[src/rtl/paddle_mover.sv]
// paddle_mover: movable pong paddle. Provides a tick divider, clamped single-axis
// movement driven by active-low buttons, and a registered per-pixel draw flag.
// Optional build macro: PADDLE_ACCEL_EN. When it is defined, the step grows
// while a direction is held.
module paddle_mover #(
    parameter int TICK_DIV    = 125875,
    parameter int FIX_POS     = 460,
    parameter int THICK       = 10,
    parameter int LEN         = 50,
    parameter int MIN_POS     = 0,
    parameter int MAX_POS     = 585,
    parameter int INIT_POS    = 295,
    parameter int STEP        = 1,
    parameter int MAX_STEP    = 4,
    parameter int ACCEL_TICKS = 20
) (
    input  logic       clk,
    input  logic       rst,
    input  logic [9:0] row,
    input  logic [9:0] column,
    input  logic       btn_dec_n,
    input  logic       btn_inc_n,
    input  logic       move_en,
    output logic       draw,
    output logic [9:0] pos,
    output logic       tick
);

    localparam int DIV_W = (TICK_DIV > 2) ? $clog2(TICK_DIV) : 1;

    // Reject illegal configurations at elaboration time.
    if (TICK_DIV < 2 || STEP < 1 || MIN_POS > INIT_POS || INIT_POS > MAX_POS ||
        MAX_STEP < 1 || ACCEL_TICKS < 1) begin : g_bad_cfg
        $error("paddle_mover: illegal parameter configuration");
    end

    logic [DIV_W-1:0] div_cnt_q, div_cnt_d;
    logic             tick_q, tick_d;
    logic [9:0]       pos_q, pos_d;
    logic             draw_q, draw_d;
    logic [10:0]      eff_step;
    logic             dec, inc, moving;

    assign dec    = ~btn_dec_n;
    assign inc    = ~btn_inc_n;
    assign moving = tick_q && move_en && (dec != inc);

`ifdef PADDLE_ACCEL_EN
    localparam int HOLD_W = (ACCEL_TICKS > 1) ? $clog2(ACCEL_TICKS + 1) : 1;

    logic [HOLD_W-1:0] hold_q, hold_d;
    logic [HOLD_W:0]   hold_inc;
    logic [10:0]       step_q, step_d;
    logic              dir_q, dir_d;         // 1 = last run was toward MIN_POS
    logic              dir_vld_q, dir_vld_d;

    // Acceleration state: count held ticks and bump the step every ACCEL_TICKS.
    // A reversal moves by 1 in the reversal tick itself.
    always_comb begin
        hold_d    = hold_q;
        step_d    = step_q;
        dir_d     = dir_q;
        dir_vld_d = dir_vld_q;
        eff_step  = step_q;
        hold_inc  = {1'b0, hold_q} + 1'b1;
        if (tick_q) begin
            if (!moving) begin
                hold_d    = '0;
                step_d    = 11'd1;
                dir_vld_d = 1'b0;
            end else if (dir_vld_q && (dir_q != dec)) begin
                hold_d   = '0;
                step_d   = 11'd1;
                eff_step = 11'd1;
                dir_d    = dec;
            end else begin
                dir_d     = dec;
                dir_vld_d = 1'b1;
                if (hold_inc == (HOLD_W+1)'(ACCEL_TICKS)) begin
                    hold_d = '0;
                    if (step_q < 11'(MAX_STEP))
                        step_d = step_q + 11'd1;
                end else begin
                    hold_d = hold_inc[HOLD_W-1:0];
                end
            end
        end
    end

    // Acceleration state registers.
    always_ff @(posedge clk) begin
        if (rst) begin
            hold_q    <= '0;
            step_q    <= 11'd1;
            dir_q     <= 1'b0;
            dir_vld_q <= 1'b0;
        end else begin
            hold_q    <= hold_d;
            step_q    <= step_d;
            dir_q     <= dir_d;
            dir_vld_q <= dir_vld_d;
        end
    end
`else
    // Fixed step size.
    always_comb begin
        eff_step = 11'(STEP);
    end
`endif

    // Divider, clamped movement and draw-window compare.
    always_comb begin
        logic [10:0] pos_ext, col_ext, row_ext;
        pos_ext = {1'b0, pos_q};
        col_ext = {1'b0, column};
        row_ext = {1'b0, row};

        div_cnt_d = (div_cnt_q == DIV_W'(TICK_DIV - 1)) ? '0 : div_cnt_q + 1'b1;
        tick_d    = (div_cnt_q == DIV_W'(TICK_DIV - 1));

        pos_d = pos_q;
        if (moving) begin
            if (dec) begin
                if (pos_ext < 11'(MIN_POS) + eff_step)
                    pos_d = 10'(MIN_POS);
                else
                    pos_d = 10'(pos_ext - eff_step);
            end else begin
                if (pos_ext + eff_step > 11'(MAX_POS))
                    pos_d = 10'(MAX_POS);
                else
                    pos_d = 10'(pos_ext + eff_step);
            end
        end

        draw_d = (row_ext >= 11'(FIX_POS)) && (row_ext < 11'(FIX_POS + THICK)) &&
                 (col_ext >= pos_ext) && (col_ext < pos_ext + 11'(LEN));
    end

    // Main state registers.
    always_ff @(posedge clk) begin
        if (rst) begin
            div_cnt_q <= '0;
            tick_q    <= 1'b0;
            pos_q     <= 10'(INIT_POS);
            draw_q    <= 1'b0;
        end else begin
            div_cnt_q <= div_cnt_d;
            tick_q    <= tick_d;
            pos_q     <= pos_d;
            draw_q    <= draw_d;
        end
    end

    assign draw = draw_q;
    assign pos  = pos_q;
    assign tick = tick_q;

endmodule

[config.mk]
export PLATFORM = sky130hd
export DESIGN_NAME = paddle_mover
export DESIGN_NICKNAME = d
export VERILOG_FILES = /design/src/rtl/paddle_mover.sv
export SDC_FILE = /design/constraint.sdc
export NUM_CORES = 1
export LEC_CHECK = 0
export ABC_AREA = 1
export CAP_MARGIN = 20
export CORE_MARGIN = 1.5
export CORE_UTILIZATION = 30
export CTS_BUF_LIST = sky130_fd_sc_hd__clkbuf_16
export DETAILED_ROUTE_END_ITERATION = 7
export PLACE_DENSITY = 0.46
export SYNTH_ARGS = -nofsm -noshare
export SYNTH_HDL_FRONTEND = slang
export SYNTH_SLANG_ARGS = --single-unit
export TNS_END_PERCENT = 20
[constraint.sdc]
create_clock -name clk -period 2.1 [get_ports clk]
set_input_delay 0.525 -clock clk [delete_from_list [all_inputs] [get_ports clk]]
set_output_delay 0.525 -clock clk [all_outputs]
set_load 0.01 [all_outputs]
==> run_results.csv, run 1 <==
group,metric,value,unit
grt,grt_max_degree,11,
synth,syn_area_per_cell,6.53,µm²
cells_and_area,fill_cells,850,
sta,fmax,500,MHz
synth,synth_area_leaders,"dfxtp_1, ha_1, nand2_1",
grt,antenna_found_initial,0,
sta,relSlewSlack,79.0,%
floorplan,core_area,7770,µm²
grt,track_usage,16.3,%
cells_and_area,num_antenna_cells,0,
synth,async_reset_ff_share,0,%
clock_tree,cts_root_buf,"clkbuf_16",
routing,drt_pre_antenna_iters,4,
synth,syn-num-nets,424,
synth,synth_top_cell_area_share,23.9,%
clock_tree,cts_buffers,5,
sta,holdWs,0.443,ns
clock_tree,cts.hold.buffers_added,0,
synth,syn_inst,372,
critical_path,critPathMaxFanout,7,
clock_tree,clock-sinks,29,
critical_path,regToRegSetupSlack,0.16,ns
sta,hold_viol,0,
floorplan,io_pins,37,
routing,routedWlPerCell,12.6,µm
sta,grt_setup_unrepaired,"true",
placed_design,preCtsSetupSlack,-0.0120,ns
floorplan,num_rows,32,
power_and_ir_drop,finalPower,1.51,mW
cells_and_area,ff_latch_area,581,µm²
sta,fin_crit_sh,95.1,%
critical_path,r2r-start,"pos[1]",
cells_and_area,syn_to_final_growth,30.3,%
clock_tree,clk_latency,0.27,ns
synth,synth_area,2430,µm²
sta,fin_crit,2.00,ns
synth,synth_cell_types,35,
critical_path,endpoint_kind,"primary output",
synth,synth_edf_count,0,
power_and_ir_drop,clockPowerShare,54.2,%
clock_tree,htree_num_levels,2,
floorplan,fp.dieW,93.0,µm
routing,drc,0,
synth,synth_top_area_cell,"dfxtp_1",
sta,tightestPinTransition,0.312,ns
floorplan,initial_utilization,31.3,%
grt,overflow,0,
routing,vias_per_cell,4.63,
routing,postRouteAntennaNets,0,
sta,clock_skew,0.00246,ns
placed_design,io_buffers,35,
outcome,status,"complete, no violations",
synth,synth-main-ff-cell,"dfxtp_1",
power_and_ir_drop,power.ir.vdd_worst,0.000276,V
power_and_ir_drop,switching_share,21.9,%
critical_path,critPathCapture,"pos[5]",
power_and_ir_drop,p_comb_share,8.8,%
synth,ys_seq_area_share,23.9,%
run,maxCapViolCount,0,
placed_design,place.gp.congestion,0.860,
power_and_ir_drop,intPower,1.18,mW
routing,totalWireLength,6.65,mm
cells_and_area,fin_nets,475,
floorplan,die_y,93.0,µm
grt,grt_pass1_vias,2428,
worst_hold_path,worstHoldStart,"div_cnt_q[0]",
power_and_ir_drop,pwr-share-seq,36.9,%
sta,setup_viol,0,
critical_path,setup.worst_path.class,"register to primary output",
routing,routed-via-count,2436,
cells_and_area,layout-drive-gt1-share,9.67,%
grt,grt_first_pass_wirelength,11.1,mm
critical_path,cp.required,1.57,ns
cells_and_area,multi_input_area,1620,µm²
critical_path,crit_path_start,"pos[5]",
synth,yosys-top-cells-count,"nand2_1, nor2_1, inv_1",
synth,synth.most_common_cell,"nand2_1",
synth,ys_warn_count,0,
routing,drtIter0Drc,69,
synth,synth-seq-cells,29,
clock_tree,clk_pin_slew_worst_paths,0.05,ns
power_and_ir_drop,leakagePower,1.39,nW
clock_tree,clk_path_buf_depth,2,
critical_path,start_kind,"register",
floorplan,die_area,8640,µm²
power_and_ir_drop,power.switching,0.332,mW
power_and_ir_drop,powerDensity,478,nW/µm²
critical_path,timing.rr.end,"draw",
critical_path,r2r_cells,12,
critical_path,critical_path_arrival,1.47,ns
worst_hold_path,worst_hold_path_type,"register to register",
placed_design,hpwlAfterDp,5.40,mm
sta,setup_slack,0.102,ns
sta,final_max_slew_viol_count,0,
clock_tree,cts_tree,"built",
==> cell type report <==
class                      instances  share of cell area, %
clock buffer                       5                   3.95
sequential                        29                   18.3
timing repair buffer              54                   15.6
multi-input combinational        286                   51.2
inverter                          47                   5.57
tap                              102                   4.03
clock inverter                     3                   1.30
==> flip-flops by register name, summed over array words and instances (netlist names) <==
register and count:
div_cnt_q 17, draw 1, pos 10, tick 1
==> how the worst min path moves through the flow <==
stage              endpoint  slack (ns)  depth (start not counted)
2_1_floorplan  div_cnt_q[0]        0.42                          1
3_3_place_gp   div_cnt_q[0]        0.43                          1
3_5_place_dp   div_cnt_q[0]        0.44                          1
4_1_cts        div_cnt_q[0]        0.45                          1
5_1_grt        div_cnt_q[0]        0.46                          1
6_report       div_cnt_q[0]        0.44                          1
==> routing by layer <==
layer	track usage [%]	share of wire (%)	vias to the layer above
met2	29.9	49	40
li1	-	-	1312
met5	0	0	-
met4	5.18	1.3	0
met3	3.01	3.5	8
met1	19.1	46	1076
==> per-stage QoR <==
| stage | util (%) | cell area [µm²] | cells | setup TNS [ns] |
|---|---|---|---|---|
| after global routing | 40.8 | 3170 | 526 | -0.0207 |
| after global placement | 38.5 | 2990 | 518 | 0 |
| final | 40.8 | 3170 | 526 | 0 |
| after detailed placement | 38.5 | 2990 | 518 | -0.0120 |
| after CTS | 40.6 | 3160 | 526 | 0 |
| after floorplan | - | 2430 | 372 | 0 |
==> placed cells by master (no fill, tap or decap) <==
cell type / n
a21oi_1: 29
xor2_1: 19
bufinv_16: 1
a211oi_1: 1
clkinvlp_4: 1
o2111ai_1: 2
nand2_4: 1
o21ai_0: 15
xnor2_1: 1
nor2_4: 1
nand3_1: 15
and3_1: 1
nor3_2: 1
clkdlybuf4s50_1: 35
nand3b_1: 2
dfxtp_1: 29
clkbuf_16: 5
clkinv_1: 2
buf_4: 19
inv_2: 7
a31oi_1: 3
inv_1: 39
nor3_1: 6
o21bai_1: 1
o21ai_1: 6
o31ai_1: 2
nand2_2: 2
o21a_1: 2
nor2_2: 1
nand2_1: 89
nand3_2: 2
nand4_1: 7
nor3b_1: 2
nor2_1: 46
o211ai_1: 1
nor4_1: 1
ha_1: 27
==> power groups by stage <==
stage | Clock [mW] | Combinational, mW | Sequential (mW)
CTS | 0.843 | 0.135 | 0.559
floorplan | 0 | 0.0610 | 0.570
detailed placement | 0 | 0.134 | 0.571
global placement | 0 | 0.133 | 0.571
finish | 0.821 | 0.133 | 0.559
global route | 0.866 | 0.153 | 0.559
==> cells by family after synthesis <==
logic type / after synthesis / synth area share [%]
buf+inv: 57 / 9.74
xor+xnor: 20 / 7.21
simple gates: 177 / 31.3
flops: 29 / 23.9
compound gates: 62 / 14.0
fa+ha+maj: 27 / 13.9
==> what timing repair did <==
action / CTS / global route
gates resized for setup: 0 / 4
setup buffers: 0 / 0
setup endpoints to repair: 0 / 8
==> critical path, cell delays in order (launching register included) <==
cell             delay [ns]
dfxtp_1                0.49
buf_4                  0.18
clkdlybuf4s50_1        0.52
(Power assumes the default switching activity.)
==> run 2: changes to the inputs <==
--- a/config.mk
+++ b/config.mk
@@ -11,6 +11,7 @@
 export CORE_UTILIZATION = 30
 export CTS_BUF_LIST = sky130_fd_sc_hd__clkbuf_16
 export DETAILED_ROUTE_END_ITERATION = 7
+export GPL_ROUTABILITY_DRIVEN = 0
 export PLACE_DENSITY = 0.46
 export SYNTH_ARGS = -nofsm -noshare
 export SYNTH_HDL_FRONTEND = slang
==> results of run 2 <==
Final layout, timing and power as in run 1 (identical DEF).
==> run 3: changes to the inputs <==
--- a/config.mk
+++ b/config.mk
@@ -12,6 +12,8 @@
 export CTS_BUF_LIST = sky130_fd_sc_hd__clkbuf_16
 export DETAILED_ROUTE_END_ITERATION = 7
 export GPL_ROUTABILITY_DRIVEN = 0
+export HOLD_SLACK_MARGIN = 0.1
+export MAX_ROUTING_LAYER = met4
 export PLACE_DENSITY = 0.46
 export SYNTH_ARGS = -nofsm -noshare
 export SYNTH_HDL_FRONTEND = slang
==> run 3 against run 2 <==
Clock power barely moved. Via count did not move. Count of clock-buffer cells in the layout did not move. Critical path type unchanged. Global-route usage rose by 0.45 points. First-iteration DRC count fell by 12%. Critical path depth did not move. Clock skew barely moved. Highest routed layer unchanged. Largest power group unchanged. Maximum frequency fell by 0.22%. Largest cell class unchanged.
==> run_results.csv, run 3 (same netlist as run 1, synthesis figures left out) <==
group,metric,value,unit
floorplan,num_rows,32,
floorplan,initial_utilization,31.3,%
clock_tree,clock-sinks,29,
floorplan,core_area,7770,µm²
routing,drtIter0Drc,61,
clock_tree,cts_buffers,5,
power_and_ir_drop,power.ir.vdd_worst,0.000280,V
power_and_ir_drop,finalPower,1.52,mW
cells_and_area,regMostFlops,"div_cnt_q",
floorplan,die_y,93.0,µm
routing,routed-via-count,2436,
grt,track_usage,16.8,%
sta,grt_setup_unrepaired,"true",
critical_path,setup.worst_path.class,"register to primary output",
clock_tree,cts_tree,"built",
worst_hold_path,worst_hold_path_type,"register to register",
sta,fin_tns_setup,0,ns
routing,vias_per_cell,4.63,
placed_design,dp.cells,518,
routing,totalWireLength,6.67,mm
cells_and_area,fin_nets,475,
cells_and_area,largest_reg_flops,17,
critical_path,critPathMaxFanout,6,
routing,routedWlPerCell,12.7,µm
sta,clock_skew,0.00230,ns
placed_design,preCtsSetupSlack,-0.0120,ns
outcome,status,"complete, no violations",
routing,drt_pre_antenna_iters,4,
sta,tightestPinTransition,0.312,ns
clock_tree,cts_root_buf,"clkbuf_16",
grt,overflow,0,
cells_and_area,layout_common_cells,"nand2_1, nor2_1, inv_1",
clock_tree,clk_pin_slew_worst_paths,0.05,ns
cells_and_area,syn_to_final_growth,30.3,%
floorplan,io_pins,37,
cells_and_area,fin_cells,526,
grt,grt_max_degree,11,
clock_tree,cts.hold.buffers_added,0,
cells_and_area,fill_cells,850,
grt,grt_pass1_vias,2436,
placed_design,hpwlAfterDp,5.40,mm
grt,antenna_found_initial,0,
routing,drc,0,
floorplan,fp.dieW,93.0,µm
clock_tree,clk_latency,0.28,ns
grt,grt_first_pass_wirelength,11.1,mm
critical_path,endpoint_kind,"primary output",
critical_path,cp.required,1.57,ns
sta,fin_crit_sh,95.4,%
clock_tree,clk_path_buf_depth,2,
power_and_ir_drop,leakagePower,1.39,nW
critical_path,start_kind,"register",
sta,setup_viol,0,
sta,fmax,499,MHz
clock_tree,post_cts_buffers,0,
sta,holdWs,0.448,ns
routing,postRouteAntennaNets,0,
sta,fin_crit,2.00,ns
cells_and_area,num_antenna_cells,0,
critical_path,critical_path_arrival,1.48,ns
placed_design,io_buffers,35,
sta,relSlewSlack,79.0,%
run,maxCapViolCount,0,
floorplan,die_area,8640,µm²
sta,setup_slack,0.0975,ns
cells_and_area,layout-drive-gt1-share,9.67,%
sta,final_max_slew_viol_count,0,
cells_and_area,final_common_cell,"nand2_1",
power_and_ir_drop,powerDensity,479,nW/µm²
clock_tree,htree_num_levels,2,
sta,hold_viol,0,
## run 3: cell counts in the layout (fill, tap and decap cells not counted)
No cell type changed its count.
## run 3: path summary, 6_finish.rpt
kind	from	end	slack [ns]	depth (start not counted)
worst max-delay path	pos[4]	pos[4]	0.1	2
worst min-delay path	div_cnt_q[0]	div_cnt_q[0]	0.45	1
worst max register to register	pos[1]	draw	0.16	12
worst min register to register	div_cnt_q[0]	div_cnt_q[0]	0.45	1
## run 3: report_power, final
group          switching [mW]  leakage (nW)  internal (mW)
Sequential            0.00383         0.234          0.555
Clock                   0.269        0.0775          0.555
Combinational          0.0619          1.08         0.0718
Total                   0.335          1.39           1.18
## run 3: worst max-delay path, cell delays in order (launching register included)
cell	delay [ns]
dfxtp_1	0.46
buf_4	0.20
clkdlybuf4s50_1	0.53
## run 3: cell type report
| cell class | instances | area, µm² | share of cell area (%) |
|---|---|---|---|
| sequential | 29 | 581 | 18.3 |
| tap | 102 | 128 | 4.03 |
| timing repair buffer | 54 | 493 | 15.6 |
| clock buffer | 5 | 125 | 3.95 |
| multi-input combinational | 286 | 1620 | 51.2 |
| inverter | 47 | 176 | 5.57 |
| clock inverter | 3 | 41.3 | 1.30 |
## run 3: per-stage QoR
step           area, µm²  util (%)
2_1_floorplan       2430         -
3_3_place_gp        2990      38.5
3_5_place_dp        2990      38.5
4_1_cts             3160      40.6
5_1_grt             3170      40.8
6_report            3170      40.8
## run 3: routing by layer
| metal | GRT usage [%] | up-vias | share of wire (%) | routed length (µm) |
|---|---|---|---|---|
| met1 | 19.3 | 1072 | 46 | 3090 |
| met3 | 2.52 | 8 | 3.4 | 226 |
| met4 | 5.18 | 0 | 1.3 | 85 |
| met5 | - | - | 0 | 0 |
| met2 | 29.9 | 45 | 49 | 3270 |
| li1 | - | 1311 | - | - |
## run 3: what timing repair did
item | in CTS | in global routing
gates resized for setup | 0 | 4
endpoints found under the hold margin | 0 | 0
setup endpoints to repair | 0 | 8
